$ cat src/rtl/complex_mult_seq.sv
// Sequential complex multiplier: c = a * b over four cycles on one shared W x W
// signed multiplier, scaled by SHIFT and saturated back to the packed complex width.
module complex_mult_seq #(
    parameter int W     = 8,
    parameter int SHIFT = 0
) (
    input  logic           clk,
    input  logic           rst_n,
    input  logic           in_valid,
    output logic           in_ready,
    input  logic [2*W-1:0] a,
    input  logic [2*W-1:0] b,
    output logic           out_valid,
    input  logic           out_ready,
    output logic [2*W-1:0] c,
    output logic           ovf,
    output logic [2:0]     dbg_state
);

    // Handshake: a transfer happens on a rising edge where valid and ready are
    // both high. in_ready is high only in IDLE; out_valid is high only in DONE,
    // where c/ovf are held until out_ready is seen.

    localparam int AW = 2*W + 1;
    localparam logic signed [AW-1:0] SAT_MAX = {{(W+2){1'b0}}, {(W-1){1'b1}}};
    localparam logic signed [AW-1:0] SAT_MIN = {{(W+2){1'b1}}, {(W-1){1'b0}}};

    typedef enum logic [2:0] {IDLE, RR, II, RI, IR, DONE} state_t;

    state_t                 state;
    logic signed [W-1:0]    ar, ai, br, bi;
    logic signed [W-1:0]    mul_x, mul_y;
    logic signed [2*W-1:0]  prod;
    logic signed [AW-1:0]   prod_ext, acc_re, acc_im, im_sum;
    logic        [W-1:0]    re_sat, im_sat;
    logic                   re_ovf, im_ovf;

    assign dbg_state = state;

    // Returns {saturated, value}; the shift floors toward -inf.
    function automatic logic [W:0] scale_sat(input logic signed [AW-1:0] v);
        logic signed [AW-1:0] r;
        r = v >>> SHIFT;
        if (r > SAT_MAX)      scale_sat = {1'b1, SAT_MAX[W-1:0]};
        else if (r < SAT_MIN) scale_sat = {1'b1, SAT_MIN[W-1:0]};
        else                  scale_sat = {1'b0, r[W-1:0]};
    endfunction

    always_comb begin
        mul_x = '0;
        mul_y = '0;
        case (state)
            RR:      begin mul_x = ar; mul_y = br; end
            II:      begin mul_x = ai; mul_y = bi; end
            RI:      begin mul_x = ar; mul_y = bi; end
            IR:      begin mul_x = ai; mul_y = br; end
            default: ;
        endcase
    end

    assign prod     = mul_x * mul_y;
    assign prod_ext = {prod[2*W-1], prod};
    assign im_sum   = acc_im + prod_ext;

    always_comb begin
        {re_ovf, re_sat} = scale_sat(acc_re);
        {im_ovf, im_sat} = scale_sat(im_sum);
    end

    always_ff @(posedge clk or negedge rst_n) begin
        if (!rst_n) begin
            state     <= IDLE;
            in_ready  <= 1'b1;
            out_valid <= 1'b0;
            c         <= '0;
            ovf       <= 1'b0;
            ar        <= '0;
            ai        <= '0;
            br        <= '0;
            bi        <= '0;
            acc_re    <= '0;
            acc_im    <= '0;
        end else begin
            case (state)
                IDLE: begin
                    if (in_valid) begin
                        ar       <= a[2*W-1:W];
                        ai       <= a[W-1:0];
                        br       <= b[2*W-1:W];
                        bi       <= b[W-1:0];
                        acc_re   <= '0;
                        acc_im   <= '0;
                        in_ready <= 1'b0;
                        state    <= RR;
                    end
                end
                RR: begin
                    acc_re <= acc_re + prod_ext;
                    state  <= II;
                end
                II: begin
                    acc_re <= acc_re - prod_ext;
                    state  <= RI;
                end
                RI: begin
                    acc_im <= acc_im + prod_ext;
                    state  <= IR;
                end
                IR: begin
                    acc_im    <= im_sum;
                    c         <= {re_sat, im_sat};
                    ovf       <= re_ovf | im_ovf;
                    out_valid <= 1'b1;
                    state     <= DONE;
                end
                DONE: begin
                    if (out_ready) begin
                        out_valid <= 1'b0;
                        in_ready  <= 1'b1;
                        state     <= IDLE;
                    end
                end
                default: begin
                    state     <= IDLE;
                    in_ready  <= 1'b1;
                    out_valid <= 1'b0;
                end
            endcase
        end
    end

endmodule
$ cat config.mk
export PLATFORM = sky130hd
export DESIGN_NAME = complex_mult_seq
export DESIGN_NICKNAME = d
export VERILOG_FILES = /design/src/rtl/complex_mult_seq.sv
export SDC_FILE = /design/constraint.sdc
export NUM_CORES = 1
export LEC_CHECK = 0
export BUFFER_PORTS_ARGS = -buffer_cell sky130_fd_sc_hd__buf_4
export CAP_MARGIN = 20
export CORE_UTILIZATION = 31
export DETAILED_ROUTE_END_ITERATION = 8
export HOLD_SLACK_MARGIN = 0.15
export PLACE_DENSITY = 0.5
export REMOVE_ABC_BUFFERS = 1
export SLEW_MARGIN = 10
export SYNTH_ARGS = -nofsm -noshare
export SYNTH_HDL_FRONTEND = slang
export SYNTH_SLANG_ARGS = --single-unit
export TNS_END_PERCENT = 1
$ cat constraint.sdc
create_clock -name clk -period 10.1 [get_ports clk]
set_input_delay 0.505 -clock clk [delete_from_list [all_inputs] [get_ports clk]]
set_output_delay 0.505 -clock clk [all_outputs]
set_load 0.03 [all_outputs]
==> results of run 1 <==
## layer usage
metal	global-route usage (%)	vias to the layer above
li1	-	3197
met1	22.0	3104
met2	25.5	97
met3	2.45	14
met4	4.04	0
met5	0	-
## kinds of logic (layout without fill, tap and decap cells)
family,after synthesis,count (layout)
flops,88,88
mux,33,33
compound gates,194,194
xor+xnor,50,50
simple gates,282,282
fa+ha+maj,120,120
buf+inv,136,194
## cell usage in the layout (no fill, tap or decap), types with 6 or more instances in the layout
master / netlist / final
inv_1: 117 / 117
nor2_1: 115 / 114
dfrtp_1: 87 / 87
ha_1: 63 / 63
nand2_1: 61 / 61
buf_4: 0 / 61
o21ai_0: 59 / 59
fa_1: 57 / 57
xnor2_1: 32 / 32
mux2_2: 31 / 31
a21oi_1: 27 / 27
nor3_1: 21 / 21
xor2_1: 17 / 17
nor2b_1: 14 / 14
nand3_1: 14 / 14
a22oi_1: 13 / 13
a22o_1: 13 / 13
nand2b_1: 9 / 9
clkbuf_16: 0 / 9
o21a_1: 8 / 8
and2_1: 7 / 7
or3_1: 7 / 7
o31ai_1: 7 / 7
o22ai_1: 7 / 7
or2_2: 6 / 6
a31oi_1: 6 / 6
## registers in the layout, summed over array words and instances (netlist names)
register / count
acc_im: 17
acc_re: 17
c: 16
ai: 8
ar: 8
bi: 8
br: 8
dbg_state: 3
in_ready: 1
out_valid: 1
ovf: 1
## critical path, cell delays in order (launching register included)
cell and delay [ps]:
dfrtp_1 760, and2_1 780, a21oi_1 440, or2_2 440, fa_1 540, inv_1 50
fa_1 460, fa_1 540, inv_1 50, fa_1 520, inv_1 40, ha_1 250
or2_1 270, or3_1 340, o211ai_1 250, a21oi_2 130, xnor2_4 330, inv_1 80
ha_1 360, or2b_2 310, or4_4 420, nand3_2 100, nand4_2 100, o41ai_1 430
a41oi_1 200
## final timing paths
check / endpoint / slack, ps / cells after the start
min in group asynchronous: out_valid$_DFFE_PN0P_ / 660 / 2
max: ovf$_DFFE_PN0N_ / 1730 / 24
max in group asynchronous: acc_re[14]$_DFFE_PN0P_ / 8360 / 3
min: br[7]$_DFFE_PN0P_ / 370 / 3
max reg2reg: ovf$_DFFE_PN0N_ / 1730 / 24
min reg2reg: in_ready$_DFFE_PN1P_ / 480 / 2
## per-stage QoR
step	std cells	hold WS (ps)	area [µm²]	utilization, %
detailed placement	1280	474	8960	34.5
CTS	1296	357	9250	35.6
floorplan	884	209	8080	-
finish	1296	369	9250	35.6
global route	1296	375	9250	35.6
global placement	1279	468	8950	34.5
## final cells by class
cell class | instances | area share [%]
Multi-Input combinational cell | 679 | 58.9
Clock buffer | 11 | 2.63
Timing Repair Buffer | 62 | 5.06
Tap cell | 335 | 4.53
Clock inverter | 4 | 0.338
Sequential cell | 88 | 23.8
Inverter | 117 | 4.75
## what timing repair did
action	CTS	global route
hold endpoints to repair	36	0
gates resized for setup	0	0
hold buffers	1	0
==> flow_metrics.py, run 1 <==
metrics = {
    "status": {
        "status": "finished, final reports clean",
    },
    "worst_hold_path": {
        "hp-class": "input port to flop",
        "min_from": "b[15]",
    },
    "timing": {
        "worstMarginPinSlew_ps": 1040,
        "fin_ws_ps": 1730,
        "final-hold-violation-count": 0,
        "setup_viol": 0,
        "rsz0062_at_grt": "no",
        "fin_crit_ps": 8370,
        "fmax_mhz": 120,
        "slew_headroom_pct": 30.6,
        "period_share_pct": 82.8,
        "tns_ps": 0,
        "drv_slew": 0,
        "finClkSkew_ps": 8.88,
    },
    "yosys": {
        "synth_compound_area_share_pct": 16.4,
        "synth_most_common_cell": "inv_1",
        "postSynthCellCount": 903,
        "synth_top_family_by_area": "adder cells",
        "yosys.area_share.adder_pct": 23.6,
        "synth_seq_area_share_pct": 27.0,
        "synth-simple-area-share_pct": 16.4,
        "syn_area_um2": 8170,
        "synth_area_leaders": "dfrtp_1, fa_1, ha_1",
        "synthArstFlopShare_pct": 100,
        "synth_common_cells": "inv_1, nor2_1, dfrtp_1",
        "synth_top_area_cell": "dfrtp_1",
        "synth-seq-cells": 88,
        "syn_area_per_cell_um2": 9.05,
        "synth_top_area_share_pct": 26.7,
        "synth_ff_type": "dfrtp_1",
        "ys_types": 79,
        "synthMuxAreaShare_pct": 4.52,
        "yosysWarnings": 0,
        "synth_edf_count": 0,
        "synth-xor-area-share_pct": 5.59,
    },
    "clock_tree": {
        "clock_latency_ps": 350,
        "htreeDepth": 3,
        "cts_buffers": 9,
        "clock_sinks": 88,
        "cts_tree": "done",
        "clkTransAtPathRegs_ps": 70,
        "cts_root_buf": "clkbuf_16",
        "clk_path_buf_depth": 2,
        "cts_setup_buffers": 0,
    },
    "route": {
        "top_layer": "met4",
        "via_per_inst": 4.95,
        "drtPass1Iterations": 5,
        "wl_met3_um": 564,
        "wl_per_cell_um": 15.5,
        "wl_um": 20100,
        "drc": 0,
        "wirelength_met1_um": 10300,
        "postRouteAntennaNets": 0,
        "wl_met2_um": 8890,
        "dr_total_vias": 6412,
        "drtIter0Drc": 287,
    },
    "worst_setup_path": {
        "cp.arrival_ps": 8560,
        "crit_path_end_kind": "flop",
        "startpoint_type": "flop",
        "startpoint": "dbg_state[2]$_DFFE_PN0P_",
        "r2r-start": "dbg_state[2]$_DFFE_PN0P_",
        "path_class": "flop to flop",
        "worstPathMaxFanout": 21,
        "crit_required_ps": 10290,
    },
    "floorplan": {
        "die-width_um": 164,
        "core_area_um2": 26000,
        "num_io_pins": 58,
        "rows": 59,
        "start_util_pct": 31.4,
        "design.die.area_um2": 27000,
        "die_h_um": 164,
    },
    "global_routing": {
        "track_usage_pct": 15.8,
        "grt_antenna_before_repair": 0,
        "grt-ovfl-total": 0,
        "grt_pass1_wl_um": 33400,
        "grt_max_degree": 52,
        "grt_pass1_vias": 6451,
    },
    "placement": {
        "io_buffers": 57,
        "pre_cts_ws_ps": 1640,
        "place_congestion": 0.853,
        "dp_hpwl_um": 16200,
    },
    "layout": {
        "diodes": 0,
        "fin_nets": 1113,
        "seqCellArea_um2": 2200,
        "drive_gt1_share_pct": 14.3,
        "n_fill_cell": 2711,
        "area_growth_syn_to_layout_pct": 13.2,
        "multiInputGateArea_um2": 5440,
    },
    "job": {
        "drv_cap": 0,
    },
}
Power of run 1 is left out: the tool's default activity adds up to more than one toggle a clock period on the data nets, which glitch-free logic cannot reach.
==> run 2: changes to the inputs <==
--- a/config.mk
+++ b/config.mk
@@ -5,12 +5,13 @@
 export SDC_FILE = /design/constraint.sdc
 export NUM_CORES = 1
 export LEC_CHECK = 0
+export ABC_AREA = 1
 export BUFFER_PORTS_ARGS = -buffer_cell sky130_fd_sc_hd__buf_4
 export CAP_MARGIN = 20
 export CORE_UTILIZATION = 31
 export DETAILED_ROUTE_END_ITERATION = 8
 export HOLD_SLACK_MARGIN = 0.15
-export PLACE_DENSITY = 0.5
+export PLACE_DENSITY = 0.49
 export REMOVE_ABC_BUFFERS = 1
 export SLEW_MARGIN = 10
 export SYNTH_ARGS = -nofsm -noshare
==> constraint.sdc (replaced) <==
create_clock -name clk -period 8.3 [get_ports clk]
set_input_delay 0.415 -clock clk [delete_from_list [all_inputs] [get_ports clk]]
set_output_delay 0.415 -clock clk [all_outputs]
set_load 0.03 [all_outputs]
==> run 2 against run 1 <==
- sequential share of layout area shrank 1.1 points
- final cell count up 22%
- design area rose by 4.7%
- critical path type unchanged
- critical endpoint is now acc_re[16]$_DFFE_PN0P_
==> flow_metrics.py, run 2 <==
metrics = {
    "placement": {
        "place_congestion": 0.879,
        "dp_hpwl_um": 18000,
        "pre_cts_ws_ps": 1060,
        "io_buffers": 57,
    },
    "timing": {
        "fin_ws_ps": 1040,
        "drv_slew": 0,
        "fin_crit_ps": 7260,
        "period_share_pct": 87.5,
        "setup_viol": 0,
        "slew_headroom_pct": 37.0,
        "fmax_mhz": 138,
        "tns_ps": 0,
        "rsz0062_at_grt": "no",
        "worstMarginPinSlew_ps": 945,
        "final-hold-violation-count": 0,
        "finClkSkew_ps": 13.6,
    },
    "status": {
        "status": "finished, final reports clean",
    },
    "worst_setup_path": {
        "crit_path_end_kind": "flop",
        "startpoint_type": "flop",
        "worstPathMaxFanout": 9,
        "crit_top_cell": "nand2_1",
        "critPathMaxStageDelay_ps": 730,
        "path_class": "flop to flop",
        "cp.arrival_ps": 7510,
        "ff2ff_setup_slack_ps": 1040,
        "crit_required_ps": 8560,
        "reg2regPathDepth": 36,
        "cp_slowest_cell": "a22oi_1",
    },
    "global_routing": {
        "grt_pass1_wl_um": 38400,
        "grt_max_degree": 65,
        "grt-ovfl-total": 0,
        "grt_antenna_before_repair": 0,
        "grt_pass1_vias": 7503,
        "track_usage_pct": 17.3,
    },
    "floorplan": {
        "rows": 60,
        "die_h_um": 168,
        "die-width_um": 168,
        "core_area_um2": 27000,
        "start_util_pct": 31.6,
        "num_io_pins": 58,
        "design.die.area_um2": 28100,
    },
    "yosys": {
        "synth_compound_area_share_pct": 9.80,
        "synth_ff_type": "dfrtp_1",
        "synth_edf_count": 0,
        "syn_area_per_cell_um2": 7.26,
        "synthArstFlopShare_pct": 100,
        "yosysWarnings": 0,
        "synth_seq_area_share_pct": 25.9,
        "synth_top_area_cell": "dfrtp_1",
        "synthMuxAreaShare_pct": 0,
        "synth_area_leaders": "dfrtp_1, nand2_1, fa_1",
        "synth_top_family_by_area": "simple AND/OR/NAND/NOR gates",
        "synth_top_area_share_pct": 25.6,
        "synth_most_common_cell": "nand2_1",
        "yosys.area_share.adder_pct": 22.7,
        "synth-simple-area-share_pct": 26.7,
        "synth-xor-area-share_pct": 3.91,
        "synth-seq-cells": 88,
        "postSynthCellCount": 1173,
        "syn_area_um2": 8520,
        "synth_common_cells": "nand2_1, inv_1, dfrtp_1",
        "ys_types": 45,
    },
    "route": {
        "drtIter0Drc": 422,
        "drtPass1Iterations": 5,
        "postRouteAntennaNets": 0,
        "drc": 0,
        "wl_um": 22700,
        "via_per_inst": 4.70,
        "wl_per_cell_um": 14.4,
        "dr_total_vias": 7417,
    },
    "clock_tree": {
        "clk_path_buf_depth": 2,
        "cts_tree": "done",
        "clock_sinks": 88,
        "cts_root_buf": "clkbuf_16",
        "htreeDepth": 3,
        "clkTransAtPathRegs_ps": 80,
        "cts_buffers": 9,
        "clock_latency_ps": 360,
    },
    "job": {
        "drv_cap": 0,
    },
    "layout": {
        "fin_nets": 1387,
        "drive_gt1_share_pct": 10.3,
        "area_growth_syn_to_layout_pct": 13.6,
        "fin_util_pct": 35.9,
        "mostFrequentLayoutCell": "nand2_1",
        "diodes": 0,
        "reg_top3": "acc_im: 17 flops, acc_re: 17 flops, c: 16 flops",
        "mostFrequentLayoutCells": "nand2_1, inv_1, dfrtp_1",
    },
    "worst_hold_path": {
        "hp-class": "input port to flop",
        "holdPathStages": 3,
    },
}
-- run 2: cell types whose count changed in the layout (fill, tap and decap cells not counted), moves of 10 or more --
cell	delta
inv_2	+10
mux2_2	-31
xnor2_1	-20
nor2_1	-62
nand2_1	+301
nand3_1	+46
a21oi_1	+15
nor2b_1	-14
a22oi_1	-11
inv_1	+106
nor3_1	-16
nand2_2	+10
-- run 2: layer usage --
| layer | track usage [%] | share of wire [%] |
|---|---|---|
| met5 | 0 | 0 |
| met4 | 3.67 | 0.96 |
| met3 | 2.36 | 3.0 |
| met2 | 28.6 | 45 |
| met1 | 24.2 | 51 |
-- run 2: area by class of cell --
class,count,area [µm²]
Fill cell,2901,17300
Timing Repair Buffer,65,494
Clock inverter,7,80.1
Multi-Input combinational cell,834,5380
Tap cell,341,427
Clock buffer,9,225
Inverter,233,875
Sequential cell,88,2200
-- run 2: critical path, delay by kind of cell, from the launching register on --
family | cells | cell delay [ps]
flops | 1 | 450
buf+inv | 6 | 540
compound gates | 6 | 1550
xor+xnor | 1 | 190
fa+ha+maj | 6 | 2820
simple gates | 17 | 1580
-- run 2: cell families (layout without fill, tap and decap cells) --
group,Yosys count,count (layout)
simple gates,532,532
buf+inv,251,314
compound gates,144,144
fa+ha+maj,120,120
flops,88,88
xor+xnor,38,38
-- run 2: worst paths after layout --
check,from,endpoint
max,dbg_state[0]$_DFFE_PN0P_,acc_re[16]$_DFFE_PN0P_
max reg2reg,dbg_state[0]$_DFFE_PN0P_,acc_re[16]$_DFFE_PN0P_
min reg2reg,ai[7]$_DFFE_PN0P_,ai[7]$_DFFE_PN0P_
min in group asynchronous,rst_n,c[13]$_DFFE_PN0N_
max in group asynchronous,rst_n,br[2]$_DFFE_PN0P_
min,a[6],ai[6]$_DFFE_PN0P_
-- run 2: through the flow --
stage               hold slack [ps]  instance area [µm²]  std cells
finish                          254                 9680       1577
global route                    255                 9680       1577
CTS                             248                 9680       1577
detailed placement              360                 9360       1560
global placement                356                 9350       1559
floorplan                       119                 8450       1155
-- run 2: repair_timing --
action,4_1_cts,5_1_grt
setup buffers,0,0
hold buffers,1,0
hold endpoints to repair,24,0
gates resized for setup,0,0
Power of run 2 is left out for the same reason.
==> run 3: changes to the inputs <==
--- a/config.mk
+++ b/config.mk
@@ -8,10 +8,12 @@
 export ABC_AREA = 1
 export BUFFER_PORTS_ARGS = -buffer_cell sky130_fd_sc_hd__buf_4
 export CAP_MARGIN = 20
+export CORE_MARGIN = 3
 export CORE_UTILIZATION = 31
 export DETAILED_ROUTE_END_ITERATION = 8
 export HOLD_SLACK_MARGIN = 0.15
 export PLACE_DENSITY = 0.49
+export RECOVER_POWER = 50
 export REMOVE_ABC_BUFFERS = 1
 export SLEW_MARGIN = 10
 export SYNTH_ARGS = -nofsm -noshare
==> run 3 against run 2 <==
- the flow now finishes with violations (capacitance limit, slew limit)
- via count fell by 0.47%
- wire length fell by 0.44%
- first-iteration DRC count fell by 14%
- fmax fell by 1.7%
- final cell count rose by 0.13%
- core utilization fell by 0.38 points
- register-to-register slack got worse by 130 ps
- count of clock-buffer cells in the layout rose by 2
- global-route usage fell by 1.2 points
- worst hold slack barely moved
==> flow_metrics.py, run 3 (synthesis results as in run 2) <==
metrics = {
    "worst_setup_path": {
        "startpoint_type": "flop",
        "path_class": "flop to flop",
        "worstPathMaxFanout": 9,
        "cp_slowest_cell": "nor2_1",
        "crit_path_end_kind": "flop",
        "cp.arrival_ps": 7680,
        "critPathMaxStageDelay_ps": 680,
        "crit_top_cell": "nand2_1",
        "crit_required_ps": 8600,
    },
    "placement": {
        "io_buffers": 57,
        "dp_hpwl_um": 18300,
        "place_congestion": 0.885,
    },
    "timing": {
        "slew_headroom_pct": -132,
        "final-hold-violation-count": 0,
        "finClkSkew_ps": 13.8,
        "setup_viol": 0,
        "fin_hold_ws_ps": 254,
        "drv_slew": 91,
        "period_share_pct": 89.0,
        "worstMarginPinSlew_ps": 3480,
        "fmax_mhz": 135,
        "rsz0062_at_grt": "no",
        "tns_ps": 0,
        "fin_crit_ps": 7390,
    },
    "clock_tree": {
        "clock_sinks": 88,
        "cts_buffers": 9,
        "clock_latency_ps": 360,
        "htreeDepth": 3,
        "clkTransAtPathRegs_ps": 80,
        "cts_tree": "done",
        "clk_path_buf_depth": 2,
        "cts.repair.resized": 0,
        "cts_root_buf": "clkbuf_16",
        "hold_buffers": 1,
        "cts_setup_buffers": 0,
    },
    "global_routing": {
        "met3_usage_pct": 2.11,
        "grt_pass1_wl_um": 37700,
        "grt_antenna_before_repair": 0,
        "busiest_layer": "met2",
        "grt-ovfl-total": 0,
        "grt_pass1_vias": 7317,
        "track_usage_pct": 16.2,
        "grtUsageMet2_pct": 26.4,
        "grt_max_degree": 64,
        "grt.met1_usage_pct": 23.0,
    },
    "status": {
        "status": "finished, violations left",
        "failed_checks": "capacitance limit, slew limit",
    },
    "floorplan": {
        "design.die.area_um2": 29500,
        "core_area_um2": 27000,
        "num_io_pins": 58,
        "die-width_um": 172,
        "die_h_um": 172,
        "start_util_pct": 31.6,
        "rows": 60,
    },
    "layout": {
        "drive_gt1_share_pct": 8.24,
        "n_fill_cell": 2919,
        "area_growth_syn_to_layout_pct": 12.4,
        "mostFrequentLayoutCell": "nand2_1",
        "reg_top3": "acc_im: 17 flops, acc_re: 17 flops, c: 16 flops",
        "mostFrequentLayoutCells": "nand2_1, inv_1, dfrtp_1",
        "diodes": 0,
        "fin_nets": 1389,
    },
    "route": {
        "wl_per_cell_um": 14.3,
        "drtIter0Drc": 363,
        "wl_um": 22600,
        "drtPass1Iterations": 5,
        "drc": 0,
        "via_per_inst": 4.68,
        "postRouteAntennaNets": 0,
        "dr_total_vias": 7382,
    },
    "job": {
        "drv_cap": 2,
    },
    "worst_hold_path": {
        "hp-class": "input port to flop",
    },
}
## run 3: layout make-up
cell class              count  area [µm²]  area share, %
well taps                 341         427           4.46
clock inverters             5        41.3          0.431
multi-input cells         834        5370           56.1
clock buffers              11         243           2.53
repair buffers             67         415           4.34
flip-flops and latches     88        2200           23.0
inverters                 233         875           9.13
## run 3: worst max-delay path: cells and delay by family, from the launching register on
kind / cells / cell delay [ps]
buffers and inverters: 6 / 500
AND/OR/NAND/NOR: 21 / 2800
adder cells (fa/ha/maj): 6 / 2800
XOR/XNOR: 1 / 120
AO/OA/AOI/OAI: 4 / 640
flip-flops: 1 / 440
## run 3: worst paths after layout
kind | from | endpoint | slack [ps] | cells after the start
min reg2reg | ai[7]$_DFFE_PN0P_ | ai[7]$_DFFE_PN0P_ | 470 | 2
max | dbg_state[0]$_DFFE_PN0P_ | acc_re[16]$_DFFE_PN0P_ | 910 | 38
max reg2reg | dbg_state[0]$_DFFE_PN0P_ | acc_re[16]$_DFFE_PN0P_ | 910 | 38
min | a[13] | ar[5]$_DFFE_PN0P_ | 250 | 3
max in group asynchronous | rst_n | bi[4]$_DFFE_PN0P_ | 3290 | 3
min in group asynchronous | rst_n | c[14]$_DFFE_PN0N_ | 980 | 2
## run 3: through the flow
stage               cells  util (%)  worst slack (ps)  area [µm²]
floorplan            1155         -              1860        8450
global placement     1561      34.8              1130        9370
detailed placement   1561      34.8              1140        9370
CTS                  1578      35.8              1120        9660
global route         1579      35.5               311        9580
finish               1579      35.5               914        9580
## run 3: layer usage
layer | part of all wire (%) | wire length, µm
met3 | 2.3 | 529
met4 | 1.3 | 293
met2 | 46 | 10400
met1 | 50 | 11400
met5 | 0 | 0
Power of run 3 is left out for the same reason.
